File: src/rtl/tx_iod_train_pkg.sv
//============================================================================
// tx_iod_train_pkg : shared encodings and PRBS7 helper for the TX IOD trainer
// Revision 1.0
//============================================================================
`default_nettype none

package tx_iod_train_pkg;

  typedef enum logic [1:0] {
    ST_IDLE  = 2'd0,
    ST_TRAIN = 2'd1,
    ST_SYNC  = 2'd2,
    ST_DATA  = 2'd3
  } tx_state_e;

  localparam logic [1:0] PSEL_CLK     = 2'd0;
  localparam logic [1:0] PSEL_PRBS7   = 2'd1;
  localparam logic [1:0] PSEL_USER    = 2'd2;
  localparam logic [1:0] PSEL_CLK_ALT = 2'd3;

  localparam logic [6:0] PRBS7_SEED = 7'h7F;

  // Eight serial steps of x^7+x^6+1; returns {state_after_8_bits, word}, bit 0 first.
  function automatic logic [14:0] prbs7_adv8(input logic [6:0] seed);
    logic [6:0] s;
    logic [7:0] w;
    logic       b;
    s = seed;
    w = '0;
    for (int i = 0; i < 8; i++) begin
      b    = s[6] ^ s[5];
      w[i] = b;
      s    = {s[5:0], b};
    end
    return {s, w};
  endfunction

endpackage

`default_nettype wire

File: src/rtl/prbs7_par8.sv
//============================================================================
// prbs7_par8 : PRBS7 generator producing one 8-bit word per enabled cycle
// Revision 1.0
//============================================================================
`default_nettype none

module prbs7_par8
  import tx_iod_train_pkg::*;
(
  input  logic       clk,
  input  logic       rst_n,
  input  logic       en,
  input  logic       reseed,
  output logic [7:0] word
);

  logic [6:0]  lfsr;
  logic [14:0] adv;

  always_comb adv = prbs7_adv8(lfsr);

  assign word = adv[7:0];

  // Reseed takes priority so a restart always begins exactly at the seed word.
  always_ff @(posedge clk or negedge rst_n) begin
    if (!rst_n) begin
      lfsr <= PRBS7_SEED;
    end else if (reseed) begin
      lfsr <= PRBS7_SEED;
    end else if (en) begin
      lfsr <= adv[14:8];
    end
  end

endmodule

`default_nettype wire

File: src/rtl/tx_iod_training_pattern_gen.sv
//============================================================================
// tx_iod_training_pattern_gen : TX lane training pattern / sync word / data mux
// Revision 1.0
//============================================================================
`default_nettype none

module tx_iod_training_pattern_gen
  import tx_iod_train_pkg::*;
#(
  parameter logic [7:0]  IDLE_WORD      = 8'h00,
  parameter logic [7:0]  CLK_PATTERN    = 8'h55,
  parameter logic [7:0]  SYNC_WORD      = 8'hB8,
  parameter int unsigned SYNC_LEN       = 4,
  parameter int unsigned TIMEOUT_CYCLES = 65535
)(
  input  logic       fab_clk,
  input  logic       arst_n,
  input  logic       tx_sync_rst,
  input  logic       train_req,
  input  logic       train_done,
  input  logic [1:0] pattern_sel,
  input  logic [7:0] user_pattern,
  input  logic [7:0] tx_data_in,
  input  logic       tx_data_valid,
  output logic       tx_data_ready,
  output logic [7:0] tx_data_0,
  output logic [1:0] tx_state,
  output logic       train_timeout
);

  localparam int unsigned TW          = $clog2(TIMEOUT_CYCLES + 1);
  localparam logic [TW-1:0] TMO_LIMIT = TW'(TIMEOUT_CYCLES);
  localparam logic [7:0]  SYNC_LAST   = 8'(SYNC_LEN - 1);

  tx_state_e     state;
  tx_state_e     state_nxt;
  logic [7:0]    word_nxt;
  logic          train_entry;
  logic          prbs_en;
  logic [7:0]    prbs_word;
  logic          ready;
  logic [TW-1:0] tmo_cnt;
  logic [TW-1:0] tmo_inc;
  logic [7:0]    sync_cnt;
  logic [7:0]    data_q;
  logic          timeout_q;

  // Combinational so a retrain request blocks acceptance in the same cycle.
  assign ready         = (state == ST_DATA) && !train_req;
  assign tx_data_ready = ready;
  assign tx_data_0     = data_q;
  assign tx_state      = state;
  assign train_timeout = timeout_q;
  assign tmo_inc       = tmo_cnt + 1'b1;

  prbs7_par8 u_prbs (
    .clk    (fab_clk),
    .rst_n  (arst_n),
    .en     (prbs_en),
    .reseed (train_entry | tx_sync_rst),
    .word   (prbs_word)
  );

  always_ff @(posedge fab_clk or negedge arst_n) begin
    if (!arst_n) begin
      state <= ST_IDLE;
    end else if (tx_sync_rst) begin
      state <= ST_IDLE;
    end else begin
      state <= state_nxt;
    end
  end

  always_comb begin
    state_nxt   = state;
    word_nxt    = IDLE_WORD;
    train_entry = 1'b0;
    prbs_en     = 1'b0;
    unique case (state)
      ST_IDLE: begin
        if (train_req) begin
          state_nxt   = ST_TRAIN;
          train_entry = 1'b1;
        end
      end
      ST_TRAIN: begin
        unique case (pattern_sel)
          PSEL_PRBS7: begin
            word_nxt = prbs_word;
            prbs_en  = 1'b1;
          end
          PSEL_USER:    word_nxt = user_pattern;
          PSEL_CLK,
          PSEL_CLK_ALT: word_nxt = CLK_PATTERN;
          default:      word_nxt = CLK_PATTERN;
        endcase
        if (train_done) begin
          state_nxt = ST_SYNC;
        end
      end
      ST_SYNC: begin
        word_nxt = SYNC_WORD;
        if (train_req) begin
          state_nxt   = ST_TRAIN;
          train_entry = 1'b1;
        end else if (sync_cnt == SYNC_LAST) begin
          state_nxt = ST_DATA;
        end
      end
      ST_DATA: begin
        if (tx_data_valid && ready) begin
          word_nxt = tx_data_in;
        end
        if (train_req) begin
          state_nxt   = ST_TRAIN;
          train_entry = 1'b1;
        end
      end
      default: state_nxt = ST_IDLE;
    endcase
  end

  always_ff @(posedge fab_clk or negedge arst_n) begin
    if (!arst_n) begin
      data_q    <= IDLE_WORD;
      tmo_cnt   <= '0;
      timeout_q <= 1'b0;
      sync_cnt  <= '0;
    end else if (tx_sync_rst) begin
      data_q    <= IDLE_WORD;
      tmo_cnt   <= '0;
      timeout_q <= 1'b0;
      sync_cnt  <= '0;
    end else begin
      data_q <= word_nxt;

      // Saturating count: the flag stays set and the pattern keeps running.
      if (train_entry) begin
        tmo_cnt   <= '0;
        timeout_q <= 1'b0;
      end else if ((state == ST_TRAIN) && (tmo_cnt != TMO_LIMIT)) begin
        tmo_cnt <= tmo_inc;
        if (tmo_inc == TMO_LIMIT) begin
          timeout_q <= 1'b1;
        end
      end

      if ((state == ST_SYNC) && (state_nxt == ST_SYNC)) begin
        sync_cnt <= sync_cnt + 8'd1;
      end else begin
        sync_cnt <= '0;
      end
    end
  end

endmodule

`default_nettype wire

File: config.mk
export PLATFORM = sky130hd
export DESIGN_NAME = tx_iod_training_pattern_gen
export DESIGN_NICKNAME = d
export VERILOG_FILES = /design/src/rtl/tx_iod_train_pkg.sv /design/src/rtl/prbs7_par8.sv /design/src/rtl/tx_iod_training_pattern_gen.sv
export SDC_FILE = /design/constraint.sdc
export NUM_CORES = 1
export LEC_CHECK = 0
export BUFFER_PORTS_ARGS = -buffer_cell sky130_fd_sc_hd__clkbuf_2
export CAP_MARGIN = 25
export CORE_ASPECT_RATIO = 1.75
export CORE_MARGIN = 8
export CORE_UTILIZATION = 49
export DETAILED_ROUTE_END_ITERATION = 16
export GPL_ROUTABILITY_DRIVEN = 0
export HOLD_SLACK_MARGIN = 0.15
export PLACE_DENSITY_LB_ADDON = 0.1
export SYNTH_ARGS = -nofsm -noshare
export SYNTH_HDL_FRONTEND = slang
export SYNTH_HIERARCHICAL = 1
export SYNTH_SLANG_ARGS = --single-unit
export TNS_END_PERCENT = 1
File: constraint.sdc
create_clock -name fab_clk -period 2.24 [get_ports fab_clk]
set_clock_uncertainty 0.1 [all_clocks]
set_input_delay 0.448 -clock fab_clk [delete_from_list [all_inputs] [get_ports fab_clk]]
set_output_delay 0.448 -clock fab_clk [all_outputs]
set_load 0.02 [all_outputs]
# --- Yosys cells after proc, flatten, opt, wreduce, memory -nomap -nowiden ---
# Index checks and enable logic that the tools add are counted.
word_totals:
  regBits: 42
  inputBits: 24
  output_inout_bits: 12
  elab_cells: 66
op_classes:
  add_sub_neg: 2
  eq_ne: 10
  muxes: 25
  bitwise: 9
  n_reduce_logical: 14
ops:
  columns: ["op", "n"]
  rows:
  - ["$mux W16", 3]
  - ["$pmux W8 S3", 2]
  - ["$mux W8", 4]
  - ["$add A16 B1 Y16 const B", 1]
  - ["$eq A16 B16 Y1 const B", 1]
  - ["$ne A16 B16 Y1 const B", 1]
  - ["$mux W7", 2]
  - ["$eq A2 B2 Y1 const B", 5]
  - ["$mux W2", 5]
  - ["$add A8 B1 Y8 const B", 1]
  - ["$eq A8 B2 Y1 const B", 1]
  - ["$mux W1", 8]
  - ["$xor A1 B1 Y1", 8]
  - ["$pmux W2 S3", 1]
  - ["$reduce_bool A3 Y1", 2]
  - ["$eq A2 B1 Y1 const B", 2]
  - ["$logic_and A1 B1 Y1", 4]
  - ["$logic_not A2 Y1", 2]
  - ["$reduce_or A2 Y1", 2]
  - ["$reduce_or A3 Y1", 1]
  - ["$reduce_and A2 Y1", 1]
  - ["$reduce_bool A2 Y1", 1]
  - ["$logic_not A1 Y1", 1]
  - ["$or A1 B1 Y1", 1]

# --- Logic depth before layout (Yosys ltp) ---
# Gate-level depths: netlist of run 1.
logic_depth:
  word_depth: 8
  depth_mapped: 10
  ltp_nobuf: 7

# --- Modules after synthesis ---
# Netlist of run 1, hierarchy kept.
modules_own_cells:
  columns: ["mod", "n_inst", "cells_each", "area_per_inst_um2", "seq_area_each_um2"]
  rows:
  - ["tx_iod_training_pattern_gen", 1, 249, 2244.7, 875.8]
  - ["prbs7_par8", 1, 30, 380.4, 183.9]

# --- Worst setup path after synthesis of run 1 ---
# OpenSTA, ideal clock, no wires.
synth_path:
  path_kind: "register to register"
  startpoint: "register state[1], in the netlist tx_state[1]"
  endpoint: "register u_prbs.lfsr[0]"
  setup_ns: 0.082
  t_arrival_ns: 1.862
  t_required_ns: 2.058
  path_slack_ns: 0.197
  stages_incl_launch_ff: 9
  n_path_buf: 3
  period_less_slack_ns: 2.043
  path_cell_list: "dfrtp_1 > inv_1 > ha_1 > buf_6 > clkbuf_1 > and2_1 > buf_2 > nor2b_1 > a211o_1"
synth_between:
  elab_cells_between_ends: 10
synth_rtl:
  columns: ["item", "line", "text"]
  rows:
  - ["from (decl)", "tx_iod_training_pattern_gen.sv:35", "tx_state_e state;"]
  - ["from (signal assigned)", "tx_iod_training_pattern_gen.sv:70", "state <= state_nxt;"]
  - ["$eq A2 B1 Y1", "tx_iod_training_pattern_gen.sv:79", "unique case (state)"]
  - ["$mux W1", "tx_iod_training_pattern_gen.sv:79", null]
  - ["net prbs_en", "tx_iod_training_pattern_gen.sv:39", "logic prbs_en;"]
  - ["$reduce_bool A2 Y1 (no line)", null, null]
  - ["to (signal assigned)", "prbs7_par8.sv:31", "lfsr <= adv[14:8];"]
  - ["to (decl)", "prbs7_par8.sv:17", "logic [6:0] lfsr;"]
# The timed path passes the listed nets, and every way through them passes these cells.
# A chain may end at the register's enable or synchronous reset.

# --- Final worst setup path of run 1 ---
layout_path:
  startpoint: "register state[0], in the netlist tx_state[0]"
  endpoint: "register sync_cnt[3]"
layout_between:
  elab_chain_len: 7
  elab_cells_between_ends: 14
layout_lines:
  columns: ["item", "line", "text"]
  rows:
  - ["$eq A2 B2 Y1, or another cell as far along", "tx_iod_training_pattern_gen.sv:79", null]
  - ["$reduce_or A2 Y1 (no line) / $mux W2 (equally long branches)", null, null]
  - ["$pmux W2 S3", "tx_iod_training_pattern_gen.sv:79", null]
  - ["$eq A2 B2 Y1", "tx_iod_training_pattern_gen.sv:148", "if ((state == ST_SYNC) && (state_nxt == ST_SYNC)) begin"]
  - ["$logic_and A1 B1 Y1 *", "tx_iod_training_pattern_gen.sv:148", null]
  - ["$mux W8 *", "tx_iod_training_pattern_gen.sv:148", null]
  - ["$mux W8 *", "tx_iod_training_pattern_gen.sv:129", "end else if (tx_sync_rst) begin"]
  - ["to (signal assigned)", "tx_iod_training_pattern_gen.sv:149", "sync_cnt <= sync_cnt + 8'd1;"]
  - ["to (decl)", "tx_iod_training_pattern_gen.sv:44", "logic [7:0] sync_cnt;"]
# Every way passes the cells marked *; elsewhere a longest branch is shown, timed or not.

==> impl_metrics.ini, run 1 <==
[outcome]
outcome = finished, final reports clean

[sta]
totalNegativeSetupSlack_ns = 0
max_freq_mhz = 493.2
setup_violations = 0
finalHoldViolCount = 0
worst_pin_slew_ns = 0.5312
setup_slack_ns = 0.2125
slew_violations = 0
min_period_ns = 2.028
timing.slew.headroom_pct = 64.58
timing.final.crit_share_pct = 90.51
grt_setup_unrepaired = false

[hold_path]
hp-class = primary input to flop

[floorplan]
core_sq_um = 5211
fp-row-count = 35
io-pin-count = 36
die_h_um = 112.8
initial_core_util_pct = 50.37
die_area_sq_um = 8048
die_w_um = 71.33

[cells_and_area]
n_fill_cell = 491
n_antenna_cell = 0
layout-drive-gt1-share_pct = 23.29
syn2layout_area_growth_pct = 13.30
final_cell_mix = 35 x clkbuf_2, 35 x dfrtp_1, 24 x nand2_1
final_nets = 355

[routing]
drcViolationCount = 0
route.detailed.wl_per_inst_um = 17.29
viasPerCell = 5.989
drtAntennaViolNets = 0
first_pass_iters = 5
wirelength_mm = 6.520
drtIter0Drc = 108
vias = 2258

[power_and_ir_drop]
pwr-share-seq_pct = 52.8
p_switching_w = 0.0004109
p_leak_nw = 1.272
vdd_drop_max_uv = 302.1
pwr-share-comb_pct = 15.3
clkPwrFrac_pct = 31.9
pwr_density_cell_nw_per_um2 = 499.5
p_int_w = 0.001075
swShare_pct = 27.66

[synthesis]
synth_area_per_cell_sq_um = 9.409
synth_top_family_by_area = simple AND/OR/NAND/NOR gates
syn_inst = 279
synth_fa_ha_area_share_pct = 4.766
async_flop_share_pct = 100.0
ys.flop_type = dfrtp_1
yosysWarnings = 6
ys_ff_latch = 42
synth_compound_area_share_pct = 20.16
synthXorXnorAreaFrac_pct = 6.292
yosysUniqueCellTypes = 58
synth_edf_count = 0
syn_nets = 313
synth_area_sq_um = 2625
synth.area.mux_share_pct = 0.3813
yosysSeqAreaShare_pct = 40.37
yosys.area_share.simple_pct = 23.64

[worst_setup_path]
worstPathRequired_ns = 2.36
cp-end-kind = flop
crit_fanout = 8
crit_arrival_ns = 2.14
crit_type = flop to flop
critPathLaunchType = flop

[clock_tree]
cts_max_level = 2
cts_hold_buf = 1
clock_latency_ns = 0.29
post_cts_buffers = 0
cts_inserted_buffers = 5
clk_path_buf_depth = 2
cts-root-buf = clkbuf_8
cts.sinks = 42
cts_tree = done
clk_pin_slew_worst_paths_ns = 0.09
ctsResizeCount = 0

[grt]
grt_max_degree = 43
antenna_found_initial = 0
grt_pass1_wl_mm = 11.18
track_usage_pct = 17.32
grt_pass1_vias = 2371
grt_overflow_total = 0

[flow_run]
maxCapViolCount = 0

[place]
place_hpwl_mm = 4.956
dp_slack_ns = 0.2095
port_buffers = 35
[registers in the layout (all words and copies together), names as in the netlist]
signal / cells
tx_data_0: 8
u_prbs/lfsr: 7
train_timeout: 1
tx_state: 2
sync_cnt: 8
tmo_cnt: 16
[through the flow]
stage	hold slack, ns	cell area [sq um]	total power [W]	cells	utilization, %
6_report	0.3024	2974	0.001486	377	57.07
2_1_floorplan	0.05241	2625	0.0009376	279	-
4_1_cts	0.2931	2974	0.001515	377	57.07
3_5_place_dp	0.3731	2882	0.001027	368	55.29
5_1_grt	0.3118	2974	0.001566	377	57.07
3_3_place_gp	0.3744	2882	0.001025	368	55.29
[worst max-delay path, cell delays in order (launching register included)]
cell,delay (ns)
dfrtp_1,0.45
inv_1,0.09
ha_1,0.31
nand4bb_1,0.18
nor2_1,0.07
o31ai_1,0.43
nand3_4,0.18
nor2_1,0.14
[worst paths after layout]
kind	from	endpoint	slack, ns	cells past startpoint
worst min-delay path	tx_data_in[6]	tx_data_0[6]	0.30	3
min in group asynchronous	arst_n	sync_cnt[4]	0.66	3
worst max register to register	tx_state[0]	sync_cnt[3]	0.21	7
max in group asynchronous	arst_n	u_prbs/lfsr[0]	0.99	3
worst max-delay path	tx_state[0]	sync_cnt[3]	0.21	7
worst min register to register	tmo_cnt[15]	tmo_cnt[15]	0.38	1
[per-layer routing]
layer	part of all wire, %	global-route usage [%]	up-vias
met2	55	32.92	61
met3	4.7	3.366	14
met1	38	17.08	1087
li1	-	-	1096
met4	2.7	8.112	0
met5	0	0	-
[Yosys cell counts, types with 3 or more instances]
library cell	instances	area share, %
o22ai_1	3	0.72
nor2b_1	9	2.1
a221oi_1	4	1.3
a22oi_1	6	1.7
buf_2	5	0.95
a211o_1	7	2.3
nand3_1	15	2.9
dfrtp_1	35	33
nor2_1	22	3.1
a31oi_1	12	2.9
o21ai_0	12	2.3
nand4_1	4	0.95
a21oi_1	11	2.1
and2_1	4	0.95
or3_1	3	0.72
and3_1	3	0.72
clkbuf_1	3	0.43
ha_1	10	4.8
inv_1	12	1.7
a22o_1	5	1.7
dfstp_2	7	7.0
xnor2_1	3	1.0
nor4_1	3	0.72
nand2_1	24	3.4
xor2_1	13	4.3
[power by group through the flow]
stage	sequential, W	combinational (W)	clock, W
3_3_place_gp	0.000798	0.000227	0
4_1_cts	0.000784	0.000231	0.000500
3_5_place_dp	0.000798	0.000228	0
6_report	0.000784	0.000227	0.000474
2_1_floorplan	0.000803	0.000134	0
5_1_grt	0.000786	0.000255	0.000526
[logic make-up (layout without fill, tap and decap cells)]
| logic type | after synthesis | count (layout) |
|---|---|---|
| adder cells (fa/ha/maj) | 10 | 10 |
| AND/OR/NAND/NOR | 109 | 109 |
| buffers and inverters | 24 | 67 |
| XOR/XNOR | 17 | 17 |
| multiplexers | 1 | 1 |
| flip-flops | 42 | 42 |
| AO/OA/AOI/OAI | 76 | 76 |
[final cells by class]
type / count / area [sq um] / share of cell area (%)
flip-flops and latches: 42 / 1060 / 35.63
repair buffers: 47 / 267.8 / 9.003
clock buffers: 6 / 72.57 / 2.440
well taps: 55 / 68.82 / 2.314
clock inverters: 2 / 10.01 / 0.3366
multi-input cells: 213 / 1450 / 48.76
inverters: 12 / 45.04 / 1.515
Power figures use the tool's default switching activity.
==> run 2: changes to the inputs <==
==> constraint.sdc (replaced) <==
create_clock -name fab_clk -period 2 [get_ports fab_clk]
set_clock_uncertainty 0.1 [all_clocks]
set_input_delay 0.4 -clock fab_clk [delete_from_list [all_inputs] [get_ports fab_clk]]
set_output_delay 0.4 -clock fab_clk [all_outputs]
set_load 0.02 [all_outputs]
==> run 2 against run 1 <==
Against the previous run: largest power group unchanged; via count increased by 1.6%; clock power increased by 23%; count of clock-buffer cells in the layout unchanged; critical endpoint is now tmo_cnt[14]; highest routed layer unchanged.
==> impl_metrics.ini, run 2 (synthesis results as in run 1) <==
[cells_and_area]
instances_no_fill = 390
final_nets = 368
largest_reg_flops = 16
largest_register = tmo_cnt
final_cell_mix = 35 x clkbuf_2, 35 x dfrtp_1, 24 x nand2_1
layout-drive-gt1-share_pct = 27.76
n_antenna_cell = 0
syn2layout_area_growth_pct = 18.49

[power_and_ir_drop]
p_leak_nw = 1.348
p_int_w = 0.001255
vdd_drop_max_uv = 350.9
clkPwrFrac_pct = 33.6
pwr-share-seq_pct = 50.3
pwr-share-comb_pct = 16.1
swShare_pct = 27.64
power_w = 0.001735
pwr_density_cell_nw_per_um2 = 557.7
p_switching_w = 0.0004794

[floorplan]
die_area_sq_um = 8048
die_h_um = 112.8
fp-row-count = 35
initial_core_util_pct = 50.37
io-pin-count = 36
core_sq_um = 5211
die_w_um = 71.33

[worst_setup_path]
critPathLaunchType = flop
crit_type = flop to flop
crit_fanout = 6
worstPathRequired_ns = 2.11
crit_arrival_ns = 2.01
r2r_slack_ns = 0.1
cp-end-kind = flop

[clock_tree]
clk_path_buf_depth = 2
post_cts_buffers = 0
clock_latency_ns = 0.29
cts_tree = done
cts.sinks = 42
cts-root-buf = clkbuf_8
cts_inserted_buffers = 5
cts_max_level = 2
clk_pin_slew_worst_paths_ns = 0.09

[sta]
slew_violations = 0
setup_violations = 0
worst_pin_slew_ns = 0.4327
max_freq_mhz = 525.6
finalHoldViolCount = 0
totalNegativeSetupSlack_ns = 0
min_period_ns = 1.902
grt_setup_unrepaired = true
timing.slew.headroom_pct = 70.89
timing.final.crit_share_pct = 95.12

[grt]
antenna_found_initial = 0
track_usage_pct = 17.19
grt_overflow_total = 0
grt_pass1_vias = 2385
grt_pass1_wl_mm = 11.12
grt_max_degree = 43

[routing]
route.detailed.wl_per_inst_um = 16.53
wirelength_mm = 6.448
drtAntennaViolNets = 0
first_pass_iters = 4
drcViolationCount = 0
drtIter0Drc = 106
viasPerCell = 5.879
vias = 2293

[outcome]
outcome = finished, final reports clean

[flow_run]
maxCapViolCount = 0

[place]
dp_cells = 381
port_buffers = 35
place_hpwl_mm = 4.952

[hold_path]
hp-class = primary input to flop
run 2: stage by stage:
| stage | utilization, % | hold slack, ns | cell area [sq um] | setup slack [ns] |
|---|---|---|---|---|
| finish | 59.69 | 0.2452 | 3110 | 0.09759 |
| global route | 59.69 | 0.2625 | 3110 | -0.03171 |
| CTS | 59.42 | 0.2379 | 3097 | 0.05389 |
| detailed placement | 57.41 | 0.2981 | 2992 | 0.09342 |
| global placement | 57.41 | 0.2969 | 2992 | 0.1239 |
| floorplan | - | 0.004409 | 2626 | -0.008003 |
run 2: worst paths after layout:
check	startpoint	to	depth (start not counted)
worst max-delay path	tx_state[1]	tmo_cnt[14]	8
worst min-delay path	tx_data_in[6]	tx_data_0[6]	3
worst max register to register	tx_state[1]	tmo_cnt[14]	8
worst min register to register	tmo_cnt[15]	tmo_cnt[15]	1
max in group asynchronous	arst_n	u_prbs/lfsr[5]	3
min in group asynchronous	arst_n	sync_cnt[7]	3
run 2: layout make-up:
class | count | area, sq um
Clock buffer | 6 | 82.58
Clock inverter | 2 | 12.51
Fill cell | 470 | 2101
Inverter | 12 | 45.04
Multi-Input combinational cell | 213 | 1464
Sequential cell | 42 | 1060
Tap cell | 55 | 68.82
Timing Repair Buffer | 60 | 377.9
run 2: layer usage:
metal,up-vias,routed length [um],track usage [%]
met2,53,3527,32.68
met3,10,306,3.543
li1,1125,-,-
met1,1105,2425,16.76
met4,0,189,8.252
met5,-,0,0
run 2: timing repair:
item,in CTS,in global routing
endpoints found under the hold margin,35,0
gates resized for setup,0,4
endpoints found under the setup margin,0,16
hold buffers,1,0
run 2: worst max-delay path: stages, from the launching register on:
cell	delay (ns)
dfrtp_1	0.38
inv_1	0.11
ha_1	0.18
inv_1	0.07
nor2_1	0.23
o21ai_1	0.13
buf_4	0.18
or3_1	0.33
o21ai_0	0.08
run 2: power by group through the flow:
stage / combinational (W) / sequential, W / clock, W
6_report: 0.000280 / 0.000872 / 0.000582
5_1_grt: 0.000315 / 0.000874 / 0.000638
4_1_cts: 0.000278 / 0.000873 / 0.000605
3_5_place_dp: 0.000275 / 0.000889 / 0
3_3_place_gp: 0.000272 / 0.000889 / 0
2_1_floorplan: 0.000151 / 0.000900 / 0
==> run 3: changes to the inputs <==
--- a/config.mk
+++ b/config.mk
@@ -5,12 +5,12 @@
 export SDC_FILE = /design/constraint.sdc
 export NUM_CORES = 1
 export LEC_CHECK = 0
-export BUFFER_PORTS_ARGS = -buffer_cell sky130_fd_sc_hd__clkbuf_2
 export CAP_MARGIN = 25
 export CORE_ASPECT_RATIO = 1.75
 export CORE_MARGIN = 8
 export CORE_UTILIZATION = 49
 export DETAILED_ROUTE_END_ITERATION = 16
+export DONT_BUFFER_PORTS = 1
 export GPL_ROUTABILITY_DRIVEN = 0
 export HOLD_SLACK_MARGIN = 0.15
 export PLACE_DENSITY_LB_ADDON = 0.1
==> run 3 against run 2 <==
Against the previous run: routed wire length about the same; critical path type unchanged; power fell by 1.3%; register-to-register slack about the same; combinational power decreased by 11%; maximum frequency shrank 0.66%; sequential share of layout area grew 1.7 points; die area unchanged; first-iteration DRC count decreased by 1.9%.
==> impl_metrics.ini, run 3 (synthesis results as in run 1) <==
[floorplan]
io-pin-count = 36
fp-row-count = 35
initial_core_util_pct = 50.37
die_h_um = 112.8
die_area_sq_um = 8048
die_w_um = 71.33
core_sq_um = 5211

[cells_and_area]
final_cell_mix = 35 x dfrtp_1, 26 x buf_4, 24 x nand2_1
largest_reg_flops = 16
layout-drive-gt1-share_pct = 19.74
n_fill_cell = 497
final_nets = 337
n_antenna_cell = 0
fin_util_pct = 56.88
final_common_cell = dfrtp_1
largest_register = tmo_cnt
final_area_sq_um = 2964
syn2layout_area_growth_pct = 12.92

[routing]
first_pass_iters = 5
drtIter0Drc = 104
viasPerCell = 6.109
route.detailed.wl_per_inst_um = 17.95
drtAntennaViolNets = 0
wirelength_mm = 6.445
drcViolationCount = 0
vias = 2193

[hold_path]
hold_path_depth = 2
hold_start = tx_data_in[6]
hp-class = primary input to flop
whs_endpoint = tx_data_0[6]

[worst_setup_path]
worstPathRequired_ns = 2.11
crit_type = flop to flop
r2r_slack_ns = 0.08
reg2reg_to = tmo_cnt[4]
r2r_cells = 7
crit_fanout = 6
cp-end-kind = flop
r2r-start = tmo_cnt[0]
crit_arrival_ns = 2.02
critPathLaunchType = flop

[clock_tree]
cts_tree = done
cts_inserted_buffers = 5
cts_max_level = 2
clock_latency_ns = 0.29
cts-root-buf = clkbuf_8
clk_path_buf_depth = 2
post_cts_buffers = 0
clk_pin_slew_worst_paths_ns = 0.09
cts.sinks = 42

[sta]
totalNegativeSetupSlack_ns = 0
grt_setup_unrepaired = true
timing.final.crit_share_pct = 95.75
fin_hold_ws_ns = 0.1705
timing.slew.headroom_pct = 70.35
max_freq_mhz = 522.2
finalHoldViolCount = 0
setup_violations = 0
min_period_ns = 1.915
slew_violations = 0
worst_pin_slew_ns = 0.4407

[outcome]
outcome = finished, final reports clean

[place]
place_hpwl_mm = 4.868
port_buffers = 0
place_area_sq_um = 2819

[grt]
grt_max_degree = 43
grt_pass1_vias = 2228
grt_overflow_total = 0
antenna_found_initial = 0
track_usage_pct = 16.30
grt_pass1_wl_mm = 10.58

[flow_run]
maxCapViolCount = 0

[power_and_ir_drop]
vdd_drop_max_uv = 394.5
power_w = 0.001712
p_leak_nw = 1.214
pwr_density_cell_nw_per_um2 = 577.5
[run 3: cell type report]
cell class	instances	area, sq um	share of cell area [%]
clock buffers	6	82.58	2.786
clock inverters	2	12.51	0.4221
inverters	12	45.04	1.520
multi-input cells	213	1460	49.26
flip-flops and latches	42	1060	35.75
well taps	55	68.82	2.322
repair buffers	29	235.2	7.936
[run 3: how the worst max path moves through the flow]
stage / startpoint / endpoint / slack (ns) / cells past startpoint
floorplan: tmo_cnt[1] / tmo_cnt[9] / -0.008 / 8
global placement: tx_state[1] / tmo_cnt[4] / 0.11 / 8
detailed placement: tx_state[1] / tmo_cnt[4] / 0.1 / 8
CTS: tx_state[1] / tmo_cnt[4] / 0.06 / 8
global route: tmo_cnt[0] / train_timeout / -0.06 / 5
finish: tmo_cnt[0] / tmo_cnt[4] / 0.08 / 7
[run 3: timing repair]
item / in CTS / in global routing
endpoints found under the hold margin: 43 / 0
setup endpoints to repair: 0 / 15
resized for setup: 0 / 3
hold buffers: 3 / 0
[run 3: through the flow]
stage,cells,setup slack [ns]
floorplan,279,-0.008003
global placement,348,0.1075
detailed placement,348,0.09958
CTS,359,0.05787
global route,359,-0.05735
finish,359,0.08491
[run 3: routing by layer]
layer / vias to the layer above / wire length (um) / GRT usage, %
met5: - / 0 / 0
met1: 1064 / 2510 / 16.55
li1: 1063 / - / -
met4: 0 / 160 / 7.413
met2: 55 / 3501 / 30.64
met3: 11 / 272 / 3.012
[run 3: worst max-delay path, stage by stage, from the launching register on]
cell and delay (ns):
dfrtp_1 0.39, ha_1 0.25, and4_1 0.20, nand3_4 0.12, o21ai_1 0.11, buf_4 0.18
or3_1 0.36, nand3_1 0.13
[run 3: report_power, final]
group	switching [W]	leakage [nW]	total (W)	internal, W
sequential	0.0000130	0.561	0.000877	0.000864
combinational	0.000152	0.606	0.000249	0.0000971
clock	0.000308	0.0472	0.000586	0.000278
